## config.mk

```make
export PLATFORM = sky130hd
export DESIGN_NAME = dff_lane_voter
export DESIGN_NICKNAME = d
export VERILOG_FILES = /design/src/rtl/dff_voter_pkg.sv /design/src/rtl/dff_lane_monitor.sv /design/src/rtl/dff_lane_voter.sv
export SDC_FILE = /design/constraint.sdc
export NUM_CORES = 1
export LEC_CHECK = 0
export CAP_MARGIN = 5
export CORE_AREA = 2 2 77 79
export CTS_CLUSTER_DIAMETER = 150
export CTS_CLUSTER_SIZE = 8
export DETAILED_ROUTE_END_ITERATION = 7
export DIE_AREA = 0 0 79 81
export HOLD_SLACK_MARGIN = 0.15
export PLACE_DENSITY = 0.73
export SETUP_SLACK_MARGIN = 0.4
export SLEW_MARGIN = 20
export SYNTH_ARGS = -nofsm -noshare
export SYNTH_HDL_FRONTEND = slang
export SYNTH_SLANG_ARGS = --single-unit
```

## constraint.sdc

```tcl
create_clock -name clk -period 1.83 [get_ports clk]
set_clock_uncertainty 0.2 [all_clocks]
set_input_delay 0.4575 -clock clk [delete_from_list [all_inputs] [get_ports clk]]
set_output_delay 0.4575 -clock clk [all_outputs]
set_load 0.05 [all_outputs]
```

## src/rtl/dff_voter_pkg.sv

```systemverilog
// Shared types and lane indices for the triple-lane DFF voter.
// Imported by the lane monitor and the voter top.
package dff_voter_pkg;

  localparam int NUM_LANES = 3;
  localparam int LANE_SR   = 0;
  localparam int LANE_JK   = 1;
  localparam int LANE_T    = 2;

  typedef enum logic [1:0] {
    LS_OK      = 2'd0,
    LS_SUSPECT = 2'd1,
    LS_FAILED  = 2'd2
  } lane_state_e;

endpackage

```

## src/rtl/dff_lane_monitor.sv

```systemverilog
// Per-lane health tracker: OK/SUSPECT/FAILED FSM with a run counter,
// plus a saturating count of every mismatching sample.
module dff_lane_monitor
  import dff_voter_pkg::*;
#(
  parameter int FAIL_THRESH = 3,
  parameter int CNT_W       = 8
) (
  input  logic             clk,
  input  logic             rst,
  input  logic             sample_en,
  input  logic             clr_flags,
  input  logic             lane_mis,
  output logic             failed,
  output logic [CNT_W-1:0] mis_cnt
);

  localparam logic [3:0] THR = 4'(FAIL_THRESH);
  localparam logic [CNT_W-1:0] CNT_MAX = {CNT_W{1'b1}};

  lane_state_e state, state_n;
  logic [3:0]  run, run_n;
  logic [3:0]  run_inc;

  assign run_inc = run + 4'd1;

  always_ff @(posedge clk) begin
    if (rst) begin
      state <= LS_OK;
      run   <= 4'd0;
    end else begin
      state <= state_n;
      run   <= run_n;
    end
  end

  always_comb begin
    state_n = state;
    run_n   = run;
    if (clr_flags) begin
      state_n = LS_OK;
      run_n   = 4'd0;
    end else if (sample_en) begin
      unique case (state)
        LS_OK: begin
          if (lane_mis) begin
            run_n   = 4'd1;
            state_n = (THR == 4'd1) ? LS_FAILED
                                    : LS_SUSPECT;
          end
        end
        LS_SUSPECT: begin
          if (lane_mis) begin
            run_n = run_inc;
            if (run_inc >= THR)
              state_n = LS_FAILED;
          end else begin
            run_n   = 4'd0;
            state_n = LS_OK;
          end
        end
        LS_FAILED: state_n = LS_FAILED;
        default: begin
          state_n = LS_OK;
          run_n   = 4'd0;
        end
      endcase
    end
  end

  // Counting is independent of health state and of clr_flags.
  always_ff @(posedge clk) begin
    if (rst)
      mis_cnt <= '0;
    else if (sample_en && lane_mis && mis_cnt != CNT_MAX)
      mis_cnt <= mis_cnt + CNT_W'(1);
  end

  assign failed = (state == LS_FAILED);

endmodule

```

## src/rtl/dff_lane_voter.sv

```systemverilog
// Majority voter over SR/JK/T flip-flop lanes with per-lane
// health monitors and a fatal flag when two lanes have failed.
module dff_lane_voter
  import dff_voter_pkg::*;
#(
  parameter int FAIL_THRESH = 3,
  parameter int CNT_W       = 8
) (
  input  logic             clk,
  input  logic             rst,
  input  logic             sample_en,
  input  logic             clr_flags,
  input  logic             q_sr,
  input  logic             q_jk,
  input  logic             q_t,
  output logic             q_vote,
  output logic             mismatch,
  output logic [2:0]       lane_fail,
  output logic [CNT_W-1:0] mis_cnt_sr,
  output logic [CNT_W-1:0] mis_cnt_jk,
  output logic [CNT_W-1:0] mis_cnt_t,
  output logic             fatal
);

  logic [NUM_LANES-1:0] lanes;
  logic [NUM_LANES-1:0] lane_mis;
  logic [CNT_W-1:0]     cnt [NUM_LANES];
  logic                 maj;
  logic                 two_failed;

  assign lanes[LANE_SR] = q_sr;
  assign lanes[LANE_JK] = q_jk;
  assign lanes[LANE_T]  = q_t;

  assign maj = (q_sr & q_jk) | (q_sr & q_t) | (q_jk & q_t);
  assign lane_mis = lanes ^ {NUM_LANES{maj}};

  // Two-of-three failed is itself a majority of the fail bits.
  assign two_failed = (lane_fail[0] & lane_fail[1])
                    | (lane_fail[0] & lane_fail[2])
                    | (lane_fail[1] & lane_fail[2]);

  always_ff @(posedge clk) begin
    if (rst) begin
      q_vote   <= 1'b0;
      mismatch <= 1'b0;
    end else if (sample_en) begin
      q_vote   <= maj;
      mismatch <= |lane_mis;
    end
  end

  always_ff @(posedge clk) begin
    if (rst)
      fatal <= 1'b0;
    else
      fatal <= two_failed;
  end

  for (genvar i = 0; i < NUM_LANES; i++) begin : g_mon
    dff_lane_monitor #(
      .FAIL_THRESH (FAIL_THRESH),
      .CNT_W       (CNT_W)
    ) u_mon (
      .clk       (clk),
      .rst       (rst),
      .sample_en (sample_en),
      .clr_flags (clr_flags),
      .lane_mis  (lane_mis[i]),
      .failed    (lane_fail[i]),
      .mis_cnt   (cnt[i])
    );
  end

  assign mis_cnt_sr = cnt[LANE_SR];
  assign mis_cnt_jk = cnt[LANE_JK];
  assign mis_cnt_t  = cnt[LANE_T];

endmodule

```

### Word-level counts from Yosys, hierarchy flattened

Cells that the tools add are included.

| cells by class | value |
|---|---|
| bitwise logic cells | 14 |
| add/sub/neg operators | 6 |
| $lt $le $gt $ge | 3 |
| muxes and demuxes | 21 |
| equality and inequality tests | 15 |
| reduce and logical (&&, ||, !) cells | 17 |

Operator list:

| kind | count |
|---|---|
| $pmux 4 s3 | 3 |
| $add 8x1->8 const B | 3 |
| $mux 4 | 6 |
| $ne 8x8->1 const B | 3 |
| $mux 2 | 9 |
| $pmux 2 s3 | 3 |
| $reduce_and 3->1 | 6 |
| $add 4x1->4 const B | 3 |
| $ge 4x2->1 const B | 3 |
| $ne 3x2->1 const B | 3 |
| $and 1x1->1 | 6 |
| $eq 2x1->1 const B | 3 |
| $eq 2x2->1 const B | 3 |
| $logic_and 1x1->1 | 6 |
| $logic_not 2->1 | 3 |
| $ne 2x2->1 const B | 3 |
| $or 1x1->1 | 4 |
| $not 1->1 | 3 |
| $reduce_or 3->1 | 1 |
| $xor 3x3->3 | 1 |
| $reduce_or 2->1 | 1 |

| storage, ports and cells | value |
|---|---|
| flip-flop bits (word level) | 45 |
| bits of input ports | 7 |
| word-level logic and storage cells | 88 |

### Logic depth before layout (Yosys ltp)

Gate-level depths: netlist of run 1.

| depth | value |
|---|---|
| depth after elaboration | 6 |
| gate-level depth with buffers | 6 |
| gate-level depth less buffers | 6 |

### Cells and area by module

From an unflattened synthesis of run 1, not the netlist that was laid out.

| unflattened totals | value |
|---|---|
| cell total of the unflattened synthesis | 280 |
| area total of the unflattened synthesis | 2,474.9 um^2 |

Modules (own cells, without submodules):

| module | seq. area each (um^2) | times used | area an instance (um^2) | cells an instance |
|---|---|---|---|---|
| dff_lane_monitor | 280.3 | 3 | 762.0 | 86 |
| dff_lane_voter | 60.1 | 1 | 188.9 | 22 |

### Least setup slack after synthesis of run 1

OpenSTA, ideal clock, no wires.

| path | value |
|---|---|
| kind | register -> register |
| from | register g_mon[2].u_mon.mis_cnt[0] |
| to | register g_mon[2].u_mon.mis_cnt[7] |
| path slack | -0.363 ns |
| setup time | 0.123 ns |
| arrival time | 1.869 ns |
| cell stages (with the launch flop) | 7 |
| required time | 1.507 ns |
| buffers on the path | 1 |
| path through | dfxtp_1 > ha_1 > and3_1 > nor2b_1 > clkbuf_1 > nor4_1 > mux2_1 |

| between the ends | value |
|---|---|
| word-level cells in the longest chain between the ends | 2 |
| elaborated cells on any way between the ends | 3 |
| those cells by class | add/sub: 1; eq/ne: 1; reduce/logical: 1 |

Ends and longest elaborated chain:

| item | line | source |
|---|---|---|
| from (decl) | dff_lane_monitor.sv:15 | `output logic [CNT_W-1:0] mis_cnt` |
| from (signal assigned) | dff_lane_monitor.sv:76 | `mis_cnt <= mis_cnt + CNT_W'(1);` |
| branches (longest 2 deep; another with $add 8x1->8) | n/a |  |

Several ways; the timed one is not identified.
A chain may end at the register's enable or synchronous reset.

### Worst setup path after layout of run 1

| path | value |
|---|---|
| from | register g_mon[2].u_mon.mis_cnt[1] |
| to | register g_mon[2].u_mon.mis_cnt[2] |

The elaborated chain is that of the path after synthesis.

==> results of run 1 <==
==> final cells by class <==
class,count,area (um^2),area share [%]
sequential,45,1030,19.5
clock inverter,2,8.76,0.167
clock buffer,6,82.6,1.57
tap,75,93.8,1.78
multi-input combinational,242,2200,41.8
timing repair buffer,159,1790,34.0
inverter,14,58.8,1.12
==> cell usage after synthesis (all sizes together) (5+ instances only) <==
| library cell | n |
|---|---|
| nor2 | 18 |
| inv | 14 |
| a21oi | 22 |
| nor2b | 10 |
| nand4 | 10 |
| or4 | 9 |
| clkbuf | 10 |
| o21ai | 8 |
| nand3b | 6 |
| o31ai | 8 |
| dfxtp | 45 |
| ha | 9 |
| nand3 | 18 |
| buf | 12 |
| nor4 | 7 |
| mux2 | 5 |
| nand2 | 23 |
==> what timing repair did <==
item                                    CTS  global route
hold endpoints to repair                  0             0
cloned                                    5             1
pin swaps                                46            39
setup buffers                            56            28
endpoints found under the setup margin   75            72
resized for setup                       137            61
==> worst max-delay path, delay by kind of cell (launching register included) <==
family          cells  cell delay, ns
flops               1            0.37
compound gates      2            0.48
fa+ha+maj           1            0.16
simple gates        2            0.36
buf+inv             1            0.15
==> state kept, by name, indices dropped and copies added, names as in the netlist <==
signal	cells
fatal	1
g_mon.u_mon.mis_cnt	24
g_mon.u_mon.run	12
g_mon.u_mon.state	6
mismatch	1
q_vote	1
==> report_power, final <==
part | total [uW] | internal (uW) | switching, uW | leakage, uW
Sequential | 968 | 951 | 16.6 | 0.000392
Combinational | 434 | 204 | 230 | 0.00154
Clock | 697 | 301 | 396 | 0.0000486
Total | 2100 | 1460 | 643 | 0.00198
==> metrics by stage <==
stage / setup slack [ns] / setup TNS (ns) / std cells / instance area [um^2] / power (uW)
floorplan: -0.0440 / -0.108 / 319 / 2990 / 1180
global placement: -0.598 / -20.93 / 445 / 3850 / 1280
detailed placement: -0.653 / -22.69 / 445 / 3850 / 1290
CTS: 0.0883 / 0 / 514 / 4810 / 1980
global route: -0.0750 / -0.156 / 543 / 5260 / 2130
finish: -0.0103 / -0.0103 / 543 / 5260 / 2100
==> layer usage <==
| metal | track usage, % | share of wire (%) |
|---|---|---|
| met3 | 5.78 | 11 |
| met1 | 38.2 | 35 |
| met5 | 0 | 0 |
| met2 | 56.4 | 46 |
| met4 | 15.9 | 7.2 |
==> path summary, 6_finish.rpt <==
check / start / endpoint / slack (ns)
max: g_mon[2].u_mon.mis_cnt[1]$_SDFFE_PP0P_ / g_mon[2].u_mon.mis_cnt[2]$_SDFFE_PP0P_ / -0.01
min: g_mon[2].u_mon.run[1]$_SDFFE_PP0P_ / g_mon[2].u_mon.run[1]$_SDFFE_PP0P_ / 0.31
max reg2reg: g_mon[2].u_mon.mis_cnt[1]$_SDFFE_PP0P_ / g_mon[2].u_mon.mis_cnt[2]$_SDFFE_PP0P_ / -0.01
min reg2reg: g_mon[2].u_mon.run[1]$_SDFFE_PP0P_ / g_mon[2].u_mon.run[1]$_SDFFE_PP0P_ / 0.31
==> logic make-up after synthesis <==
kind of cell / synth area share [%]
mux: 3.56
flops: 33.3
compound gates: 19.3
simple gates: 32.3
xor+xnor: 0.648
fa+ha+maj: 4.54
buf+inv: 6.29
==> flow_metrics.env, run 1 <==
export IMPL_maxClockFrequency_mhz=543
export IMPL_cts_tree="yes"
export IMPL_die_area_mm2=0.00640
export IMPL_vertical_die_dimension_um=81
export IMPL_antenna_diode_count=0
export IMPL_layout_filler_cells=159
export IMPL_post_synthesis_cell_area_mm2=0.00270
export IMPL_timing_critical_path_cells="ha_4 > and3_4 > nor2b_4 > buf_6 > o311ai_1 > o41ai_1"
export IMPL_post_drt_via_cell_ratio=6.99
export IMPL_postSynth_asyncResetShare_pct=0
export IMPL_hold_class="register to register"
export IMPL_worst_setup_hold_path_clk_slew_ns=0.10
export IMPL_power_ir_vdd_worst_mv=0.535
export IMPL_layout_core_utilization_pct=92.7
export IMPL_detail_route_antenna_nets=0
export IMPL_clk_path_buf_depth=2
export IMPL_drv_slew=0
export IMPL_gr_usage_all_layers_pct=32.2
export IMPL_synth_fp_nets=335
export IMPL_route_vias_total=3798
export IMPL_violated_checks="negative setup slack"
export IMPL_worst_path_max_delay_cell="dfxtp_4"
export IMPL_rows=28
export IMPL_yosysWarnings=0
export IMPL_tightest_slew_ns=0.443
export IMPL_globalplace_congestion=0.838
export IMPL_timing_final_ws_setup_ns=-0.0103
export IMPL_layout_drive_gt1_share_pct=64.1
export IMPL_leakage_uw=0.00198
export IMPL_rsz0062_at_grt="true"
export IMPL_layout_nets=483
export IMPL_ctsHtreeMaxLevel=2
export IMPL_layout_cells_most_common="buf_4"
export IMPL_worst_skew_pair_late_latency_ns=0.32
export IMPL_design_core_area_mm2=0.00568
export IMPL_cts_hold_repair_buffers=0
export IMPL_synth_top_area_share_pct=33.3
export IMPL_min_path_cells=2
export IMPL_syn_mean_instance_area_um2=8.48
export IMPL_firstDrtPassIters=6
export IMPL_worst_r2r_path_depth=6
export IMPL_syn2layout_area_growth_pct=94.5
export IMPL_outcome="finished, violations left"
export IMPL_gr_total_overflow=0
export IMPL_via_count_of_the_first_global_routing_pass=3245
export IMPL_whs_ns=0.313
export IMPL_dominantRegCellSynth="dfxtp_1"
export IMPL_hold_violations=0
export IMPL_worst_path_max_fanout=6
export IMPL_timing_final_setup_violations=1
export IMPL_worst_setup_path_type="register to register"
export IMPL_dr_first_iter_drc_count=495
export IMPL_start_util_pct=47.6
export IMPL_port_buffer_count=36
export IMPL_yosysSeqAreaShare_pct=33.3
export IMPL_boundaryPins=37
export IMPL_synth_top_area_cell="dfxtp_1"
export IMPL_layout_min_cycle_time_ns=1.84
export IMPL_antenna_found_initial=0
export IMPL_timing_critical_path_to_type="register"
export IMPL_largest_net_degree_at_the_start_of_global_routing=20
export IMPL_worstPathRequired_ns=1.82
export IMPL_synth_area_top_cells="dfxtp_1, ha_1, a21oi_1, nand3_1, nand2_1"
export IMPL_detail_route_wirelength_um=14500
export IMPL_synthesized_netlist_cell_count=319
export IMPL_grt_first_pass_wirelength_um=16300
export IMPL_route_detailed_wl_per_inst_um=26.8
export IMPL_numCtsBuffers=5
export IMPL_timing_slew_headroom_pct=70.2
export IMPL_netlist_cell_type_count=69
export IMPL_most_common_layout_cells="buf_4, buf_6, buf_12"
export IMPL_floorplan_die_width_um=79
export IMPL_clock_sink_count=45
export IMPL_postSynthRegisterBits=45
export IMPL_clock_root_buffer="clkbuf_8"
export IMPL_worst_path_arrival_ns=1.83
export IMPL_critical_path_max_stage_delay_ns=0.37
export IMPL_critPathLaunchType="register"
export IMPL_finalCritPeriodShare_pct=101
export IMPL_synth_enable_flop_cells=0
export IMPL_detail_route_drc_violations=0
export IMPL_powerDensity_mw_per_mm2=399
export IMPL_drv_max_cap_violation_count=0
export IMPL_dpl_hpwl_um=4890
(Power assumes the default switching activity.)
==> inputs of run 2 (changes only) <==
Settings changed: RECOVER_POWER set to 25.
==> run 2 against run 1 <==
  * The run now ends clean
  * Fmax rose by 1.2%
  * Combinational power fell by 0.9%
  * Sequential power barely moved
  * Cell area fell by 0.50%
  * Total power fell by 0.50%
  * Global-route usage did not move
  * Wire length fell by 0.28%
  * Worst hold slack barely moved
  * Largest cell class unchanged
  * Largest power group unchanged
  * Highest routed layer unchanged
==> flow_metrics.env, run 2 (synthesized netlist as in run 1, its figures left out) <==
export IMPL_max_flop_register="g_mon.u_mon.mis_cnt"
export IMPL_crit_path_end="g_mon[0].u_mon.run[3]$_SDFFE_PP0P_"
export IMPL_critPathLaunch="q_t"
export IMPL_layout_drive_gt1_share_pct=62.6
export IMPL_antenna_diode_count=0
export IMPL_hold_class="register to register"
export IMPL_gr_total_overflow=0
export IMPL_regToRegStartpoint="g_mon[2].u_mon.state[1]$_SDFFE_PP0P_"
export IMPL_design_core_area_mm2=0.00568
export IMPL_detail_route_drc_violations=0
export IMPL_timing_slew_headroom_pct=62.2
export IMPL_dpl_hpwl_um=4890
export IMPL_via_count_of_the_first_global_routing_pass=3245
export IMPL_layout_top_registers="g_mon.u_mon.mis_cnt: 24 flops, g_mon.u_mon.run: 12 flops, g_mon.u_mon.state: 6 flops"
export IMPL_power_switching_share_pct=30.4
export IMPL_power_net_switching_uw=636
export IMPL_grt_busiest_layer="met2"
export IMPL_numCtsBuffers=5
export IMPL_worstPathRequired_ns=1.84
export IMPL_clock_power_share_pct=33.1
export IMPL_power_frac_comb_pct=20.6
export IMPL_largest_register_ff_count=24
export IMPL_clock_sink_count=45
export IMPL_drv_slew=0
export IMPL_port_buffer_count=36
export IMPL_layout_core_utilization_pct=92.2
export IMPL_timing_final_setup_violations=0
export IMPL_cts_tree="yes"
export IMPL_critPathLaunchType="primary input"
export IMPL_timing_final_ws_setup_ns=0.0106
export IMPL_die_area_mm2=0.00640
export IMPL_p_int_uw=1450
export IMPL_drv_max_cap_violation_count=0
export IMPL_vertical_die_dimension_um=81
export IMPL_gr_usage_all_layers_pct=32.2
export IMPL_dr_first_iter_drc_count=513
export IMPL_leakage_uw=0.00198
export IMPL_largest_net_degree_at_the_start_of_global_routing=20
export IMPL_multiInputGateArea_mm2=0.00218
export IMPL_globalplace_congestion=0.838
export IMPL_worst_path_arrival_ns=1.83
export IMPL_worst_skew_pair_late_latency_ns=0.31
export IMPL_detail_route_antenna_nets=0
export IMPL_r2r_setup_slack_ns=0.02
export IMPL_clock_root_buffer="clkbuf_8"
export IMPL_maxClockFrequency_mhz=550
export IMPL_power_ir_vdd_worst_mv=0.517
export IMPL_layout_nets=483
export IMPL_boundaryPins=37
export IMPL_worst_setup_path_type="primary input to register"
export IMPL_most_common_layout_cells="buf_4, buf_6, buf_12"
export IMPL_met2_usage_pct=56.4
export IMPL_outcome="completed"
export IMPL_powerDensity_mw_per_mm2=399
export IMPL_whs_ns=0.313
export IMPL_worst_setup_hold_path_clk_slew_ns=0.10
export IMPL_clk_path_buf_depth=2
export IMPL_antenna_found_initial=0
export IMPL_layout_cells_most_common="buf_4"
export IMPL_syn2layout_area_growth_pct=93.6
export IMPL_worst_r2r_path_depth=6
export IMPL_rsz0062_at_grt="true"
export IMPL_route_vias_total=3815
export IMPL_firstDrtPassIters=5
export IMPL_route_detailed_wl_per_inst_um=26.7
export IMPL_ctsHtreeMaxLevel=2
export IMPL_detail_route_wirelength_um=14500
export IMPL_worst_path_max_fanout=8
export IMPL_stdcell_area_mm2=0.00523
export IMPL_fin_total_pwr_uw=2090
export IMPL_tightest_slew_ns=0.567
export IMPL_finalCritPeriodShare_pct=99.4
export IMPL_layout_filler_cells=167
export IMPL_hold_violations=0
export IMPL_place_ws_ns=-0.653
export IMPL_rows=28
export IMPL_grt_first_pass_wirelength_um=16300
export IMPL_floorplan_die_width_um=79
export IMPL_timing_critical_path_to_type="register"
export IMPL_post_drt_via_cell_ratio=7.03
export IMPL_layout_min_cycle_time_ns=1.82
export IMPL_worst_r2r_endpoint="g_mon[2].u_mon.state[1]$_SDFFE_PP0P_"
export IMPL_power_share_sequential_pct=46.3
export IMPL_grt_use_met3_pct=5.78
export IMPL_dpl_cell_area_mm2=0.00385
export IMPL_start_util_pct=47.6
export IMPL_groute_layer_met1_usage_pct=38.2
export IMPL_regArea_mm2=0.00102
## run 2: changes by cell type in the layout (fill, tap and decap cells not counted)
cell      before  now
dfxtp_2        8    5
and4bb_1       0    1
a41oi_2        1    0
dfxtp_1        6    9
clkbuf_1       0    1
a21oi_4        3    2
a41oi_1        1    2
and4bb_2       2    1
buf_4         79   78
a21oi_1       11   12
## run 2: metal layers
| metal | share of wire [%] | up-vias |
|---|---|---|
| li1 | - | 1516 |
| met1 | 35 | 1809 |
| met2 | 46 | 372 |
| met3 | 11 | 118 |
| met4 | 7.6 | 0 |
| met5 | 0 | - |
## run 2: final cells by class
| class | count | share of cell area, % |
|---|---|---|
| multi-input combinational | 242 | 41.6 |
| timing repair buffer | 159 | 34.1 |
| sequential | 45 | 19.6 |
| tap | 75 | 1.79 |
| clock buffer | 6 | 1.58 |
| inverter | 14 | 1.12 |
| clock inverter | 2 | 0.167 |
## run 2: what timing repair did
item	in CTS	in global routing
endpoints found under the setup margin	75	72
endpoints found under the hold margin	0	0
setup buffers	56	28
pin swaps	46	39
hold buffers	0	0
gates cloned	5	1
gates resized for setup	137	61
## run 2: critical path, stage by stage
cell and delay (ns):
buf_12 0.10, buf_8 0.11, nand3b_1 0.20, buf_6 0.20, a21oi_1 0.45, nand4_1 0.16
o311ai_1 0.13
## run 2: worst min-delay path by stage
stage / start / to / slack, ns / cells after the start
after floorplan: g_mon[1].u_mon.state[1]$_SDFFE_PP0P_ / g_mon[1].u_mon.state[1]$_SDFFE_PP0P_ / 0.24 / 2
after global placement: g_mon[1].u_mon.state[1]$_SDFFE_PP0P_ / g_mon[1].u_mon.state[1]$_SDFFE_PP0P_ / 0.29 / 2
after detailed placement: g_mon[1].u_mon.state[1]$_SDFFE_PP0P_ / g_mon[1].u_mon.state[1]$_SDFFE_PP0P_ / 0.28 / 2
after CTS: mismatch$_SDFFE_PP0P_ / mismatch$_SDFFE_PP0P_ / 0.30 / 2
after global routing: clr_flags / g_mon[1].u_mon.state[0]$_SDFFE_PP0P_ / 0.32 / 3
final: g_mon[2].u_mon.run[1]$_SDFFE_PP0P_ / g_mon[2].u_mon.run[1]$_SDFFE_PP0P_ / 0.31 / 2
## run 2: metrics by stage
stage	cells	setup TNS (ns)
6_report	543	0
5_1_grt	543	-0.244
4_1_cts	514	0
3_5_place_dp	445	-22.69
3_3_place_gp	445	-20.93
2_1_floorplan	319	-0.108
## run 2: power groups by stage
| stage | registers [uW] | logic (uW) | clock network (uW) |
|---|---|---|---|
| 5_1_grt | 968 | 439 | 723 |
| 3_3_place_gp | 1010 | 274 | 0 |
| 3_5_place_dp | 1010 | 281 | 0 |
| 6_report | 967 | 430 | 691 |
| 2_1_floorplan | 1030 | 141 | 0 |
| 4_1_cts | 973 | 343 | 661 |
